==> config.mk <==
export PLATFORM = sky130hd
export DESIGN_NAME = circuito_jogo_seq
export DESIGN_NICKNAME = d
export VERILOG_FILES = /design/src/rtl/circuito_jogo_seq.sv
export SDC_FILE = /design/constraint.sdc
export NUM_CORES = 1
export LEC_CHECK = 0
export ABC_AREA = 1
export CAP_MARGIN = 20
export CELL_PAD_IN_SITES_DETAIL_PLACEMENT = 1
export CELL_PAD_IN_SITES_GLOBAL_PLACEMENT = 1
export CORE_MARGIN = 2
export CORE_UTILIZATION = 33
export DETAILED_ROUTE_END_ITERATION = 8
export PLACE_DENSITY = 0.89
export SLEW_MARGIN = 20
export SYNTH_ARGS = -nofsm -noshare
export SYNTH_HDL_FRONTEND = slang
export SYNTH_SLANG_ARGS = --single-unit
==> constraint.sdc <==
create_clock -name clock -period 4 [get_ports clock]
set_input_delay 0.6 -clock clock [delete_from_list [all_inputs] [get_ports clock]]
set_output_delay 0.6 -clock clock [all_outputs]
set_load 0.03 [all_outputs]
==> src/rtl/circuito_jogo_seq.sv <==
// circuito_jogo_seq: sequence-memory game core.
// The core walks a fixed one-hot sequence ROM and compares it with the
// player's moves. A move is a rising press on the switches: at least one
// switch is set now, and no switch was set in the previous cycle.
// Optional build macro CIRCUITO_JOGO_SEQ_TIMEOUT_EN adds a per-move wait
// limit of TIMEOUT_CYCLES. This build makes fim_timeout reachable.
module circuito_jogo_seq #(
   parameter int N_CHAVES       = 4,
   parameter int DEPTH          = 16,
   parameter int TIMEOUT_CYCLES = 5000
) (
   input  logic                         clock,
   input  logic                         reset,
   input  logic                         iniciar,
   input  logic [N_CHAVES-1:0]          chaves,
   output logic                         pronto,
   output logic                         acertou,
   output logic                         errou,
   output logic                         timeout,
   output logic                         db_igual,
   output logic                         db_iniciar,
   output logic [$clog2(DEPTH)-1:0]     db_contagem,
   output logic [N_CHAVES-1:0]          db_memoria,
   output logic [N_CHAVES-1:0]          db_jogada,
   output logic [3:0]                   db_estado
);

   localparam int CW = $clog2(DEPTH);

   typedef enum logic [3:0] {
      INICIAL     = 4'h0,
      PREPARACAO  = 4'h1,
      ESPERA      = 4'h2,
      COMPARA     = 4'h3,
      PROXIMO     = 4'h4,
      FIM_ACERTO  = 4'hA,
      FIM_TIMEOUT = 4'hD,
      FIM_ERRO    = 4'hE
   } estado_t;

   // Parameter values that would break the ROM or the timer are rejected
   // at elaboration.
   if (N_CHAVES < 2 || DEPTH < 2 || TIMEOUT_CYCLES < 1) begin : g_paramCheck
      $error("circuito_jogo_seq: invalid parameters");
   end

   estado_t             estado_q, estado_d;
   logic [CW-1:0]       endereco_q, endereco_d;
   logic [N_CHAVES-1:0] jogada_q, jogada_d;
   logic [N_CHAVES-1:0] chavesPrev_q;
   logic [N_CHAVES-1:0] memoria;
   logic                jogadaNova;
   logic                limiteTempo;

   // ROM entry i has the single bit (i mod N_CHAVES) set.
   always_comb begin
      memoria = '0;
      for (int i = 0; i < N_CHAVES; i++) begin
         memoria[i] = ((int'(endereco_q) % N_CHAVES) == i);
      end
   end

   assign jogadaNova = (chaves != '0) && (chavesPrev_q == '0);

`ifdef CIRCUITO_JOGO_SEQ_TIMEOUT_EN
   localparam int TW = $clog2(TIMEOUT_CYCLES + 1);

   logic [TW-1:0] timer_q, timer_d;

   // The timer counts cycles spent in espera. It reads zero on every entry
   // into espera because every other state clears it.
   always_comb begin
      timer_d = '0;
      if (estado_q == ESPERA) begin
         timer_d = timer_q + 1'b1;
      end
   end

   // Timer register. It clears on synchronous reset.
   always_ff @(posedge clock) begin
      if (reset) begin
         timer_q <= '0;
      end else begin
         timer_q <= timer_d;
      end
   end

   assign limiteTempo = (timer_q == TW'(TIMEOUT_CYCLES - 1));
   assign timeout     = (estado_q == FIM_TIMEOUT);
`else
   assign limiteTempo = 1'b0;
   assign timeout     = 1'b0;
`endif

   // State, address, last move and previous-switch registers. Reset has
   // priority over everything, so a press coinciding with reset is lost.
   always_ff @(posedge clock) begin
      if (reset) begin
         estado_q     <= INICIAL;
         endereco_q   <= '0;
         jogada_q     <= '0;
         chavesPrev_q <= '0;
      end else begin
         estado_q     <= estado_d;
         endereco_q   <= endereco_d;
         jogada_q     <= jogada_d;
         chavesPrev_q <= chaves;
      end
   end

   // Next-state logic. A move wins over the timeout limit in the same cycle.
   // Press edges outside espera are ignored, but chavesPrev_q still tracks
   // them. The address never wraps because the last entry ends the game.
   always_comb begin
      estado_d   = estado_q;
      endereco_d = endereco_q;
      jogada_d   = jogada_q;
      unique case (estado_q)
         INICIAL: begin
            if (iniciar) estado_d = PREPARACAO;
         end
         PREPARACAO: begin
            endereco_d = '0;
            jogada_d   = '0;
            estado_d   = ESPERA;
         end
         ESPERA: begin
            if (jogadaNova) begin
               jogada_d = chaves;
               estado_d = COMPARA;
            end else if (limiteTempo) begin
               estado_d = FIM_TIMEOUT;
            end
         end
         COMPARA: begin
            if (jogada_q != memoria) begin
               estado_d = FIM_ERRO;
            end else if (endereco_q == CW'(DEPTH - 1)) begin
               estado_d = FIM_ACERTO;
            end else begin
               estado_d = PROXIMO;
            end
         end
         PROXIMO: begin
            endereco_d = endereco_q + 1'b1;
            estado_d   = ESPERA;
         end
         FIM_ACERTO, FIM_ERRO, FIM_TIMEOUT: begin
            if (iniciar) estado_d = PREPARACAO;
         end
         default: begin
            estado_d = INICIAL;
         end
      endcase
   end

   assign pronto      = (estado_q == FIM_ACERTO) || (estado_q == FIM_ERRO) ||
                        (estado_q == FIM_TIMEOUT);
   assign acertou     = (estado_q == FIM_ACERTO);
   assign errou       = (estado_q == FIM_ERRO) || (estado_q == FIM_TIMEOUT);
   assign db_igual    = (jogada_q == memoria);
   assign db_iniciar  = iniciar;
   assign db_contagem = endereco_q;
   assign db_memoria  = memoria;
   assign db_jogada   = jogada_q;
   assign db_estado   = estado_q;

endmodule

==> metrics.md <==
| Metric | Value |
|---|---|
| Vias | ~950 |
| Fin area | approximately 0.0013 mm² |
| GRT busiest layer | met2 |
| Area growth syn-to-layout | 33.1% |
| Initial antenna violation count | 0 |
| WS Path Type | register to output pin |
| Power Density | approximately 540 mW/mm² |
| First-pass GRT wire length | a little over 4000 µm |
| Slew Viols, Final | 0 |
| Pleak | 0.000531 µW |
| DR WL/cell | around 12 µm |
| Finished Layout Cells | 199 |
| Hold Violations, Final | 0 |
| Post-synth EDFFs | 0 |
| PostCTS Resize Cnt | 0 |
| RSZ-0062 raised after global routing | no |
| Slowest CP cell | clkdlybuf4s50_1 |
| Share of cells above drive strength 1 | roughly a tenth |
| Total negative setup slack | 0 ps |
| Avg Cell Area, Syn | between 6 and 7 µm² |
| Worst setup EP type | output pin |
| Ys Warns | 0 |
| Vias in the first global route | 994 |
| Critical Path Source Type | register |
| Synth top area cells | dfxtp_1 34%, nand2_1 13%, inv_1 8.7% |
| Largest net degree at the start of global routing | 14 |
| Cells after Synth | 141 |
| Slew of the pin with the lowest slew margin | 546 ps |
| Vias per cell | 4.75 |
| Synth top area share | 33.9% |
| Placed wire-length estimate | approximately 1900 µm |
| Prevailing post-synth register cell | dfxtp_1 |
| Worst VDD drop | between 0.3 and 0.4 mV |
| Worst hold path type | register to register |
| Gpl congestion | between 0.7 and 0.8 |
| Initial Util | 34.6% |
| TritonCTS clock tree | done |
| Syn_nets | approximately 150 |
| Core area | 0.00273 mm² |
| Die Width | around 58 µm |
| CP dominant cell by count | nand2_1 |
| Cell area after synthesis | 945 µm² |
| Met3 usage | 2.49% |
| Row cnt | 19 |
| Sequential area share after synthesis | 33.9% |
| IO Pins | 29 |
| Most numerous cell in the Yosys netlist | nand2_1 |
| Final period util | approximately 70% |
| GRT Util Overall | 15.1% |
| Die area | between 0.003 and 0.004 mm² |
| Worst skew pair latency | roughly 270 ps |
| Setup violators final | 0 |
| Hold_ws | ~560 ps |
| Count of routing violations after the opening detailed-route iteration | 17 |
| Crit path DAT | 2230 ps |
| PnR Total Power | 678 µW |
| CTS max path bufs | 2 |
| # Post-CTS Setup Buffers | 0 |
| Port Buffers | 27 |
| F_max | around 350 MHz |
| TritonCTS Sinks | 16 |
| H-tree depth | 1 |
| DP Area | approximately 0.0012 mm² |
| CTS clock-pin slew for the worst setup and hold paths | roughly 90 ps |
| GR Layer Usage met2 | a little over a quarter |
| Synth unique cells | 24 |
| Max-Cap Viols | 0 |
| Fin Clk Skew | between 0.3 and 0.4 ps |
| Diode count | 0 |
| Met1 usage | 19.1% |
| Top cells by count, synth | 33 x nand2_1, 22 x inv_1, 20 x nor2_1 |
| Status | completed |
| Max incr delay on CP | 710 ps |
| Final nets | approximately 180 |
| CTS buffer count | 3 |
| CP Cell Sequence | inv_1 -> ha_1 -> nand2_1 -> nand2_1 -> nor4_1 -> clkdlybuf4s50_1 |
| Worst path required time | roughly 3400 ps |
| # DRC | 0 |
| Die height | around 58 µm |
| Antenna viol nets, final | 0 |
| Overflow after GRT | 0 |
| CTS root buf | clkbuf_4 |
| Fin crit period | approximately 2800 ps |
| Drt total wl | between 2000 and 2500 µm |
| Most area-hungry cell type in the Yosys netlist | dfxtp_1 |
| #FFs+latches synth | 16 |
| Placed Cells | between 150 and 200 |
| Hold_buf cts | 0 |
| Async S/R FF share, synth | 0% |
| CP max FO | 8 |
| Drt pass-1 iters | 4 |
| Rel. slew slack | between 60 and 70% |
-- power breakdown --
group	switching [µW]	internal, µW
Clock	46.5	34.8
Combinational	234	139
Sequential	34.0	190
-- critical path, delay by kind of cell, from the launching register on --
family	cells	cell delay [ps]
adder cells (fa/ha/maj)	1	240
buffers and inverters	2	810
flip-flops	1	480
AND/OR/NAND/NOR	3	420
-- metrics by stage --
step	setup slack, ps	util, %
2_1_floorplan	1140	-
3_3_place_gp	1540	45.2
3_5_place_dp	1480	45.2
4_1_cts	1130	46.0
5_1_grt	994	46.0
6_report	1170	46.0
-- layout by cell type, fill, tap and decap left out, types with 2 or more instances in the layout --
master,synthesis,layout
nand2_1,33,33
clkdlybuf4s50_1,0,27
o21ai_0,5,5
a21oi_1,6,6
inv_1,22,22
o21ai_1,4,4
nor2_1,20,20
ha_1,4,4
nand3_1,10,10
dfxtp_1,16,16
a21oi_2,2,2
nand2_2,5,5
clkbuf_4,0,3
-- final timing paths --
path | start | to | slack [ps] | cells past startpoint
hold / removal | db_jogada[3]$_SDFFE_PP0P_ | db_jogada[3]$_SDFFE_PP0P_ | 560 | 2
setup / recovery | db_contagem[0]$_SDFFE_PP0P_ | db_igual | 1170 | 6
hold reg to reg | db_jogada[3]$_SDFFE_PP0P_ | db_jogada[3]$_SDFFE_PP0P_ | 560 | 2
setup reg to reg | db_contagem[0]$_SDFFE_PP0P_ | db_estado[1]$_SDFFE_PP0P_ | 2430 | 8
-- sequential cells by signal, summed over array words and instances, names as in the netlist --
register      flops
chavesPrev_q      4
db_estado         4
db_contagem       4
db_jogada         4
-- layer usage --
layer,vias up,part of all wire [%]
met5,-,0
met3,0,4.6
met4,0,0
li1,494,-
met1,429,47
met2,22,49
-- cells by family (layout without fill, tap and decap cells) --
| logic type | count (synthesis) | after routing | share of synthesized area, % |
|---|---|---|---|
| simple gates | 77 | 77 | 38.9 |
| buf+inv | 25 | 52 | 10.7 |
| compound gates | 18 | 18 | 10.7 |
| flops | 16 | 16 | 33.9 |
| fa+ha+maj | 4 | 4 | 5.30 |
| other cells | 1 | 1 | 0.397 |
-- area by class of cell --
| cell class | count | area [µm²] |
|---|---|---|
| Fill cell | 362 | 1480 |
| Tap cell | 31 | 38.8 |
| Clock buffer | 3 | 22.5 |
| Sequential cell | 16 | 320 |
| Inverter | 22 | 82.6 |
| Multi-Input combinational cell | 100 | 523 |
| Timing Repair Buffer | 27 | 270 |
Power figures use the tool's default switching activity.
